**src/rtl/fp_add_arb_pkg.sv**
```systemverilog
// Shared types for the fp_add arbiter: FP width, rounding modes and the owner tag.
package fp_add_arb_pkg;
  localparam int FP_W = 32;
  localparam int ID_W = 3;

  typedef enum logic [2:0] {RNE = 3'd0, RTZ, RDN, RUP, RMM} rm_e;

  // Wide enough for up to 8 requesters; narrower designs zero-extend.
  typedef struct packed {
    logic            vld;
    logic [ID_W-1:0] id;
  } tag_t;

  function automatic int id_w(input int n);
    return (n > 1) ? $clog2(n) : 1;
  endfunction
endpackage

```
**src/rtl/fp_add_arb_sched_if.sv**
```systemverilog
// Requester-facing op/result bus of the shared adder scheduler.
interface fp_add_arb_sched_if import fp_add_arb_pkg::*; #(
  parameter int NREQ = 4,
  parameter int W    = FP_W
);
  logic [NREQ-1:0]         req_valid;
  logic [NREQ-1:0]         req_ready;
  logic [NREQ-1:0][W-1:0]  req_a;
  logic [NREQ-1:0][W-1:0]  req_b;
  logic [NREQ-1:0][2:0]    req_rm;
  logic [NREQ-1:0]         rsp_valid;
  logic [NREQ-1:0]         rsp_ready;
  logic [W-1:0]            rsp_x;

  modport master (output req_valid, req_a, req_b, req_rm, rsp_ready,
                  input  req_ready, rsp_valid, rsp_x);
  modport slave  (input  req_valid, req_a, req_b, req_rm, rsp_ready,
                  output req_ready, rsp_valid, rsp_x);
endinterface

```
**src/rtl/fp_add_arb_rr.sv**
```systemverilog
// Round-robin picker: first requester strictly after ptr, wrapping, when enabled.
module fp_add_arb_rr #(
  parameter int N  = 4,
  parameter int IW = 2
) (
  input  logic [N-1:0]  req,
  input  logic [IW-1:0] ptr,
  input  logic          en,
  output logic [N-1:0]  gnt,
  output logic [IW-1:0] idx,
  output logic          any
);
  // Two passes: indices above ptr first, then the wrapped part up to ptr.
  always_comb begin
    gnt = '0;
    idx = '0;
    any = 1'b0;
    for (int i = 0; i < N; i++)
      if (en && !any && req[i] && (i > int'(ptr))) begin
        any = 1'b1; gnt[i] = 1'b1; idx = IW'(i);
      end
    for (int i = 0; i < N; i++)
      if (en && !any && req[i] && (i <= int'(ptr))) begin
        any = 1'b1; gnt[i] = 1'b1; idx = IW'(i);
      end
  end
endmodule

```
**src/rtl/fp_add_arb_sched.sv**
```systemverilog
// Shares one stall-able fixed-latency FP adder among NREQ requesters.
// Optional FP_ADD_ARB_STATS_EN adds grant/stall counters with a registered readout.
module fp_add_arb_sched import fp_add_arb_pkg::*; #(
  parameter int NREQ  = 4,
  parameter int LAT   = 1,
  parameter int EXP_W = 8,
  parameter int MAN_W = 23,
  parameter int CNT_W = 16
) (
  input  logic                     aclk,
  input  logic                     arst_n,
  fp_add_arb_sched_if.slave        bus,
  output logic [EXP_W+MAN_W:0]     add_a,
  output logic [EXP_W+MAN_W:0]     add_b,
  output logic [2:0]               add_rm,
  input  logic [EXP_W+MAN_W:0]     add_x,
  output logic                     add_stall
`ifdef FP_ADD_ARB_STATS_EN
  ,
  input  logic                     stat_clr,
  input  logic [$clog2(NREQ):0]    stat_sel,
  output logic [CNT_W-1:0]         stat_cnt
`endif
);
  localparam int FW = 1 + EXP_W + MAN_W;
  localparam int IW = id_w(NREQ);

  logic [IW-1:0]   ptr, g_idx;
  logic [NREQ-1:0] gnt;
  logic            any, stall;
  logic            slot_full;
  logic [ID_W-1:0] slot_id;
  logic [FW-1:0]   slot_x;
  tag_t            tag_pipe [LAT];
  tag_t            tail;

  assign bus.rsp_valid = slot_full ? (NREQ'(1) << slot_id) : '0;
  assign bus.rsp_x     = slot_x;
  // Owner not taking its result: freeze everything behind the slot.
  assign stall         = slot_full & ~|(bus.rsp_ready & bus.rsp_valid);
  assign add_stall     = stall;
  assign tail          = tag_pipe[LAT-1];

  fp_add_arb_rr #(.N(NREQ), .IW(IW)) u_rr (
    .req (bus.req_valid),
    .ptr (ptr),
    .en  (arst_n & ~stall),
    .gnt (gnt),
    .idx (g_idx),
    .any (any)
  );
  assign bus.req_ready = gnt;

  always_comb begin
    add_a  = '0;
    add_b  = '0;
    add_rm = '0;
    if (any) begin
      add_a  = bus.req_a[g_idx];
      add_b  = bus.req_b[g_idx];
      add_rm = bus.req_rm[g_idx];
    end
  end

  always_ff @(posedge aclk or negedge arst_n) begin
    if (!arst_n) begin
      ptr <= IW'(NREQ - 1);
      for (int s = 0; s < LAT; s++) tag_pipe[s] <= '0;
      slot_full <= 1'b0;
      slot_id   <= '0;
      slot_x    <= '0;
    end else if (!stall) begin
      if (any) ptr <= g_idx;
      tag_pipe[0] <= tag_t'{vld: any, id: ID_W'(g_idx)};
      for (int s = 1; s < LAT; s++) tag_pipe[s] <= tag_pipe[s-1];
      // Slot is either drained this cycle or empty, so a reload never drops data.
      slot_full <= tail.vld;
      if (tail.vld) begin
        slot_id <= tail.id;
        slot_x  <= add_x;
      end
    end
  end

`ifdef FP_ADD_ARB_STATS_EN
  logic [CNT_W-1:0] cnt [NREQ+1];

  always_ff @(posedge aclk or negedge arst_n) begin
    if (!arst_n) begin
      for (int k = 0; k <= NREQ; k++) cnt[k] <= '0;
      stat_cnt <= '0;
    end else begin
      for (int k = 0; k <= NREQ; k++) begin
        if (stat_clr)
          cnt[k] <= '0;
        else if (((k < NREQ) && any && (int'(g_idx) == k)) || ((k == NREQ) && stall))
          if (cnt[k] != '1) cnt[k] <= cnt[k] + CNT_W'(1);
      end
      stat_cnt <= (int'(stat_sel) <= NREQ) ? cnt[stat_sel] : '0;
    end
  end
`endif
endmodule

```
**src/flat_wrapper.sv**
```systemverilog
// flat-port wrapper written by rule: the top's interface ports become plain ports
module fp_add_arb_sched_flat import fp_add_arb_pkg::*;
#(
  parameter int NREQ  = 4,
  parameter int LAT   = 1,
  parameter int EXP_W = 8,
  parameter int MAN_W = 23,
  parameter int CNT_W = 16
)
  (aclk, arst_n, add_a, add_b, add_rm, add_x, add_stall, bus_req_valid, bus_req_a, bus_req_b, bus_req_rm, bus_rsp_ready, bus_req_ready, bus_rsp_valid, bus_rsp_x);
  fp_add_arb_sched_if #(.NREQ(NREQ), .W(32)) bus_i ();
  input  logic aclk;
  input  logic arst_n;
  output logic [EXP_W+MAN_W:0] add_a;
  output logic [EXP_W+MAN_W:0] add_b;
  output logic [2:0] add_rm;
  input  logic [EXP_W+MAN_W:0] add_x;
  output logic add_stall;
  input wire logic [$bits(bus_i.req_valid)-1:0] bus_req_valid;
  input wire logic [$bits(bus_i.req_a)-1:0] bus_req_a;
  input wire logic [$bits(bus_i.req_b)-1:0] bus_req_b;
  input wire logic [$bits(bus_i.req_rm)-1:0] bus_req_rm;
  input wire logic [$bits(bus_i.rsp_ready)-1:0] bus_rsp_ready;
  output wire logic [$bits(bus_i.req_ready)-1:0] bus_req_ready;
  output wire logic [$bits(bus_i.rsp_valid)-1:0] bus_rsp_valid;
  output wire logic [$bits(bus_i.rsp_x)-1:0] bus_rsp_x;
  assign bus_i.req_valid = bus_req_valid;
  assign bus_i.req_a = bus_req_a;
  assign bus_i.req_b = bus_req_b;
  assign bus_i.req_rm = bus_req_rm;
  assign bus_i.rsp_ready = bus_rsp_ready;
  assign bus_req_ready = bus_i.req_ready;
  assign bus_rsp_valid = bus_i.rsp_valid;
  assign bus_rsp_x = bus_i.rsp_x;
  fp_add_arb_sched #(.NREQ(NREQ), .LAT(LAT), .EXP_W(EXP_W), .MAN_W(MAN_W), .CNT_W(CNT_W)) u_core (.aclk(aclk), .arst_n(arst_n), .bus(bus_i), .add_a(add_a), .add_b(add_b), .add_rm(add_rm), .add_x(add_x), .add_stall(add_stall));
endmodule
```
**config.mk**
```make
export PLATFORM = sky130hd
export DESIGN_NAME = fp_add_arb_sched_flat
export DESIGN_NICKNAME = d
export VERILOG_FILES = /design/src/rtl/fp_add_arb_pkg.sv /design/src/rtl/fp_add_arb_sched_if.sv /design/src/rtl/fp_add_arb_rr.sv /design/src/rtl/fp_add_arb_sched.sv /design/src/flat_wrapper.sv
export SDC_FILE = /design/constraint.sdc
export NUM_CORES = 1
export LEC_CHECK = 0
export ABC_AREA = 1
export CELL_PAD_IN_SITES_DETAIL_PLACEMENT = 0
export CELL_PAD_IN_SITES_GLOBAL_PLACEMENT = 1
export CORE_ASPECT_RATIO = 0.75
export CORE_UTILIZATION = 21
export CTS_BUF_LIST = sky130_fd_sc_hd__clkbuf_2 sky130_fd_sc_hd__clkbuf_4 sky130_fd_sc_hd__clkbuf_8
export DETAILED_ROUTE_END_ITERATION = 12
export GPL_ROUTABILITY_DRIVEN = 0
export GPL_TIMING_DRIVEN = 0
export PLACE_DENSITY_LB_ADDON = 0.08
export SETUP_SLACK_MARGIN = 0.15
export SLEW_MARGIN = 20
export SYNTH_ARGS = -nofsm -noshare
export SYNTH_HDL_FRONTEND = slang
export SYNTH_SLANG_ARGS = --single-unit
```
**constraint.sdc**
```tcl
create_clock -name aclk -period 2.56 [get_ports aclk]
set_input_delay 0.384 -clock aclk [delete_from_list [all_inputs] [get_ports aclk]]
set_output_delay 0.384 -clock aclk [all_outputs]
set_load 0.05 [all_outputs]
```
==> impl_metrics.prom <==
# TYPE chip_impl_metric gauge
chip_impl_metric{name="post-route-worst-setup-slack",unit="ns"} -0.619
chip_impl_metric{name="post_synth_instance_area",unit="mm²"} 0.00525
chip_impl_metric{name="h-tree-depth",unit=""} 2
chip_impl_metric{name="layout_min_cycle_time",unit="ns"} 3.18
chip_impl_info{name="cp_top_family",value="simple AND/OR/NAND/NOR gates"} 1
chip_impl_metric{name="first_iter_violations",unit=""} 314
chip_impl_metric{name="yosys_register_bits",unit=""} 40
chip_impl_info{name="reg2reg_from",value="u_core.slot_id[0]"} 1
chip_impl_metric{name="fin_worst_skew",unit="ns"} 0.0101
chip_impl_info{name="synth.largest_area_cell",value="nand3_1"} 1
chip_impl_metric{name="post_dp_cell_area",unit="mm²"} 0.0108
chip_impl_metric{name="numPlacedInstances",unit=""} 1632
chip_impl_metric{name="critical_path.max_stage_delay",unit="ns"} 0.46
chip_impl_metric{name="starting_utilization_of_the_core_area",unit="%"} 21.7
chip_impl_metric{name="total_switching_power",unit="mW"} 10.2
chip_impl_metric{name="clk_transition_reported_paths",unit="ns"} 0.09
chip_impl_metric{name="die_w",unit="µm"} 184
chip_impl_metric{name="grt_start_max_net_pins",unit=""} 29
chip_impl_metric{name="fp.dieArea",unit="mm²"} 0.0256
chip_impl_info{name="destination_of_the_critical_timing_path",value="add_b[21]"} 1
chip_impl_metric{name="length_of_the_first_detailed_routing_pass_in_iterations",unit=""} 4
chip_impl_metric{name="drc",unit=""} 0
chip_impl_metric{name="io_buffer_count",unit=""} 417
chip_impl_metric{name="cts-buffers-inserted",unit=""} 5
chip_impl_metric{name="min_period_over_period",unit="%"} 124
chip_impl_metric{name="rrSetupSlack",unit="ns"} 0.23
chip_impl_metric{name="synth_enable_flop_cells",unit=""} 0
chip_impl_info{name="critical_path.most_common_cell",value="nor2_4"} 1
chip_impl_info{name="top_layer_used",value="met5"} 1
chip_impl_metric{name="clock.fmax",unit="MHz"} 315
chip_impl_metric{name="drt-wirelength-per-cell",unit="µm"} 17.3
chip_impl_metric{name="grt_overflow_total",unit=""} 0
chip_impl_metric{name="first_global_vias",unit=""} 7367
chip_impl_info{name="r2r_end",value="u_core.ptr[0]"} 1
chip_impl_metric{name="reg2reg_depth",unit=""} 15
chip_impl_info{name="timing.critical_path.from",value="u_core.slot_id[0]"} 1
chip_impl_metric{name="grt_pass1_wl",unit="µm"} 43300
chip_impl_metric{name="seq_power_share",unit="%"} 6.6
chip_impl_info{name="postSynth.topFlopCell",value="dfrtp_1"} 1
chip_impl_metric{name="final_layout_size_suffix_gt1_share",unit="%"} 31.0
chip_impl_metric{name="powerDensity",unit="mW/mm²"} 1440
chip_impl_metric{name="cts_max_path_buffers",unit=""} 2
chip_impl_metric{name="dp.final_hpwl",unit="µm"} 22500
chip_impl_metric{name="worst-path-buf-inv",unit=""} 4
chip_impl_metric{name="tns",unit="ns"} -39.28
chip_impl_metric{name="switching_fraction_of_total_power",unit="%"} 57.6
chip_impl_metric{name="met1_length",unit="µm"} 11800
chip_impl_metric{name="synth_seq_area_share",unit="%"} 19.1
chip_impl_metric{name="share_comb_of_total_power",unit="%"} 90.3
chip_impl_metric{name="met3_wirelength",unit="µm"} 2730
chip_impl_info{name="category_of_the_critical_setup_timing_path",value="flip-flop to output port"} 1
chip_impl_metric{name="worst-endpoint-arrival",unit="ns"} 2.79
chip_impl_info{name="cell_with_the_most_instances_after_synthesis",value="inv_1"} 1
chip_impl_info{name="cpMaxStageDelayCell",value="dfrtp_2"} 1
chip_impl_metric{name="worst-slew-pin-transition",unit="ns"} 0.592
chip_impl_info{name="netlist_top_cells_area",value="nand3_1, dfrtp_1, inv_1, nand2_1, nand3b_1"} 1
chip_impl_metric{name="ios",unit=""} 418
chip_impl_metric{name="met2_wirelength",unit="µm"} 14000
chip_impl_info{name="failed_checks",value="negative setup slack"} 1
chip_impl_metric{name="area_delta_synth_final",unit="%"} 134
chip_impl_metric{name="number_of_antenna_violations_at_the_first_check_in_global_routing",unit=""} 3
chip_impl_metric{name="post_synthesis_async_set_or_reset_flop_share",unit="%"} 100
chip_impl_info{name="crit_path_start_kind",value="flip-flop"} 1
chip_impl_metric{name="core-area",unit="mm²"} 0.0242
chip_impl_metric{name="worst-path-stages",unit=""} 15
chip_impl_metric{name="gr-usage-all-layers",unit="%"} 21.9
chip_impl_metric{name="timing.final.hold_violations",unit=""} 0
chip_impl_metric{name="final_nets",unit=""} 1644
chip_impl_metric{name="detail_route.vias_per_cell",unit=""} 4.46
chip_impl_info{name="outcome",value="finished, violations left"} 1
chip_impl_metric{name="netlist-cell-type-count",unit=""} 30
chip_impl_metric{name="syn_area_per_cell",unit="µm²"} 5.94
chip_impl_info{name="end_kind",value="output port"} 1
chip_impl_info{name="worst_hold_path_type",value="input port to asynchronous set/reset pin"} 1
chip_impl_metric{name="pre_cts_slack",unit="ns"} -1.71
chip_impl_metric{name="instances_no_fill",unit=""} 1668
chip_impl_info{name="clock_tree.root_cell",value="clkbuf_8"} 1
chip_impl_metric{name="crit_path_max_fanout",unit=""} 10
chip_impl_metric{name="detailroute.via_count",unit=""} 7447
chip_impl_metric{name="worst-endpoint-required",unit="ns"} 2.18
chip_impl_metric{name="power.leakage",unit="nW"} 5.66
chip_impl_metric{name="clock_power_share",unit="%"} 3.1
chip_impl_metric{name="worstSkewPairLatency",unit="ns"} 0.31
chip_impl_metric{name="fp-row-count",unit=""} 49
chip_impl_metric{name="post_syn_nets",unit=""} 1193
chip_impl_info{name="tritoncts",value="yes"} 1
chip_impl_info{name="synth.top_cells.by_count",value="inv_1, nand3_1, nand2_1"} 1
chip_impl_metric{name="cell_internal_pwr",unit="mW"} 7.49
chip_impl_info{name="crit_path_cell_trace",value="nand3_2 -> nor2_4 -> nor2_4 -> nand2_8 -> nand4_4 -> nand4_4 -> nor2_4 -> nand3_4 -> buf_12 -> buf_12 -> buf_8 -> nand3b_1 -> nand3_2 -> a21oi_4 -> buf_8"} 1
chip_impl_metric{name="finish.instance_area",unit="mm²"} 0.0123
chip_impl_metric{name="synth_warnings",unit=""} 0
chip_impl_metric{name="syn-instance-count",unit=""} 883
chip_impl_metric{name="setup_failing_eps_final",unit=""} 68
chip_impl_metric{name="finalWirelength",unit="µm"} 28900
chip_impl_metric{name="max_rail_drop_vdd",unit="mV"} 0.775
chip_impl_metric{name="cts.sink_count",unit=""} 40
chip_impl_metric{name="final_antenna_net_count",unit=""} 0
chip_impl_metric{name="dieHeight",unit="µm"} 139
chip_impl_metric{name="slew_headroom",unit="%"} 60.5
chip_impl_metric{name="final_number_of_max_transition_violations",unit=""} 0
chip_impl_metric{name="yosysTopAreaCellShare",unit="%"} 19.6
chip_impl_info{name="rsz0062_at_grt",value="yes"} 1
chip_impl_metric{name="maxCapViolCount",unit=""} 0
[area by class of cell]
type                            count  area [µm²]
Fill cell                        2402       12000
Timing Repair Buffer              443        4660
Multi-Input combinational cell    559        4470
Sequential cell                    40        1010
Inverter                          218         823
Buffer                             67         766
Tap cell                          331         414
Clock buffer                        5        68.8
Clock inverter                      3        47.5
Antenna cell                        2        5.00
[metal layers]
metal  GRT usage (%)  vias to the layer above
li1                -                     3692
met1            26.6                     3472
met2            38.1                      259
met3            6.64                       22
met4            3.46                        2
met5               0                        -
[cells by family (layout without fill, tap and decap cells)]
logic type             count (synthesis)  after routing  share of synthesized area [%]
other                                  0              2                              0
AO/OA/AOI/OAI                         78             78                           7.78
AND/OR/NAND/NOR                      448            449                           43.8
flip-flops                            40             40                           19.1
buffers and inverters                285            736                           22.4
multiplexers                          32             32                           6.87
[registers in the layout, indices dropped and copies added (netlist names)]
register and count:
u_core.bus.rsp_x 32, u_core.ptr 2, u_core.slot_full 1, u_core.slot_id 2, u_core.tag_pipe 3
[how the worst min path moves through the flow]
stage          cells after the start              endpoint  slack, ns
6_report                           1  u_core.bus.rsp_x[14]       0.02
5_1_grt                            1  u_core.bus.rsp_x[14]       0.04
4_1_cts                            1  u_core.bus.rsp_x[14]       0.02
3_5_place_dp                       1  u_core.bus.rsp_x[14]       0.36
3_3_place_gp                       2      u_core.slot_full       0.47
2_1_floorplan                      0   u_core.bus.rsp_x[0]       0.09
[layout by cell type, fill, tap and decap left out, drive strengths merged, types with 5 or more instances in the layout]
cell type      Yosys  routed
nand2            152     153
dfrtp             38      38
inv              218     218
nor2              13      13
buf               37     138
a21oi             71      71
o21ai              5       5
nand3b            67      67
clkdlybuf4s50      0     342
clkbuf            30      31
mux2              32      32
nand3            207     207
[through the flow]
stage,power [mW],utilization [%],hold slack (ns)
floorplan,10.8,-,0.0884
global placement,15.0,44.5,0.467
detailed placement,15.0,44.5,0.362
CTS,17.6,50.1,0.0176
global route,18.6,50.6,0.0390
finish,17.7,50.6,0.0158
[power groups by stage]
| stage | sequential [mW] | combinational [mW] | clock, mW |
|---|---|---|---|
| finish | 1.17 | 16.0 | 0.548 |
| global route | 1.20 | 16.8 | 0.593 |
| CTS | 1.16 | 15.9 | 0.560 |
| detailed placement | 1.17 | 13.8 | 0 |
| global placement | 1.16 | 13.8 | 0 |
| floorplan | 2.08 | 8.72 | 0 |
[timing repair]
action | in CTS | in global routing
cloned | 3 | 1
hold buffers | 0 | 0
pin swaps | 52 | 9
setup buffers | 20 | 2
setup endpoints to repair | 77 | 83
gates resized for setup | 725 | 39
Power figures use the tool's default switching activity.
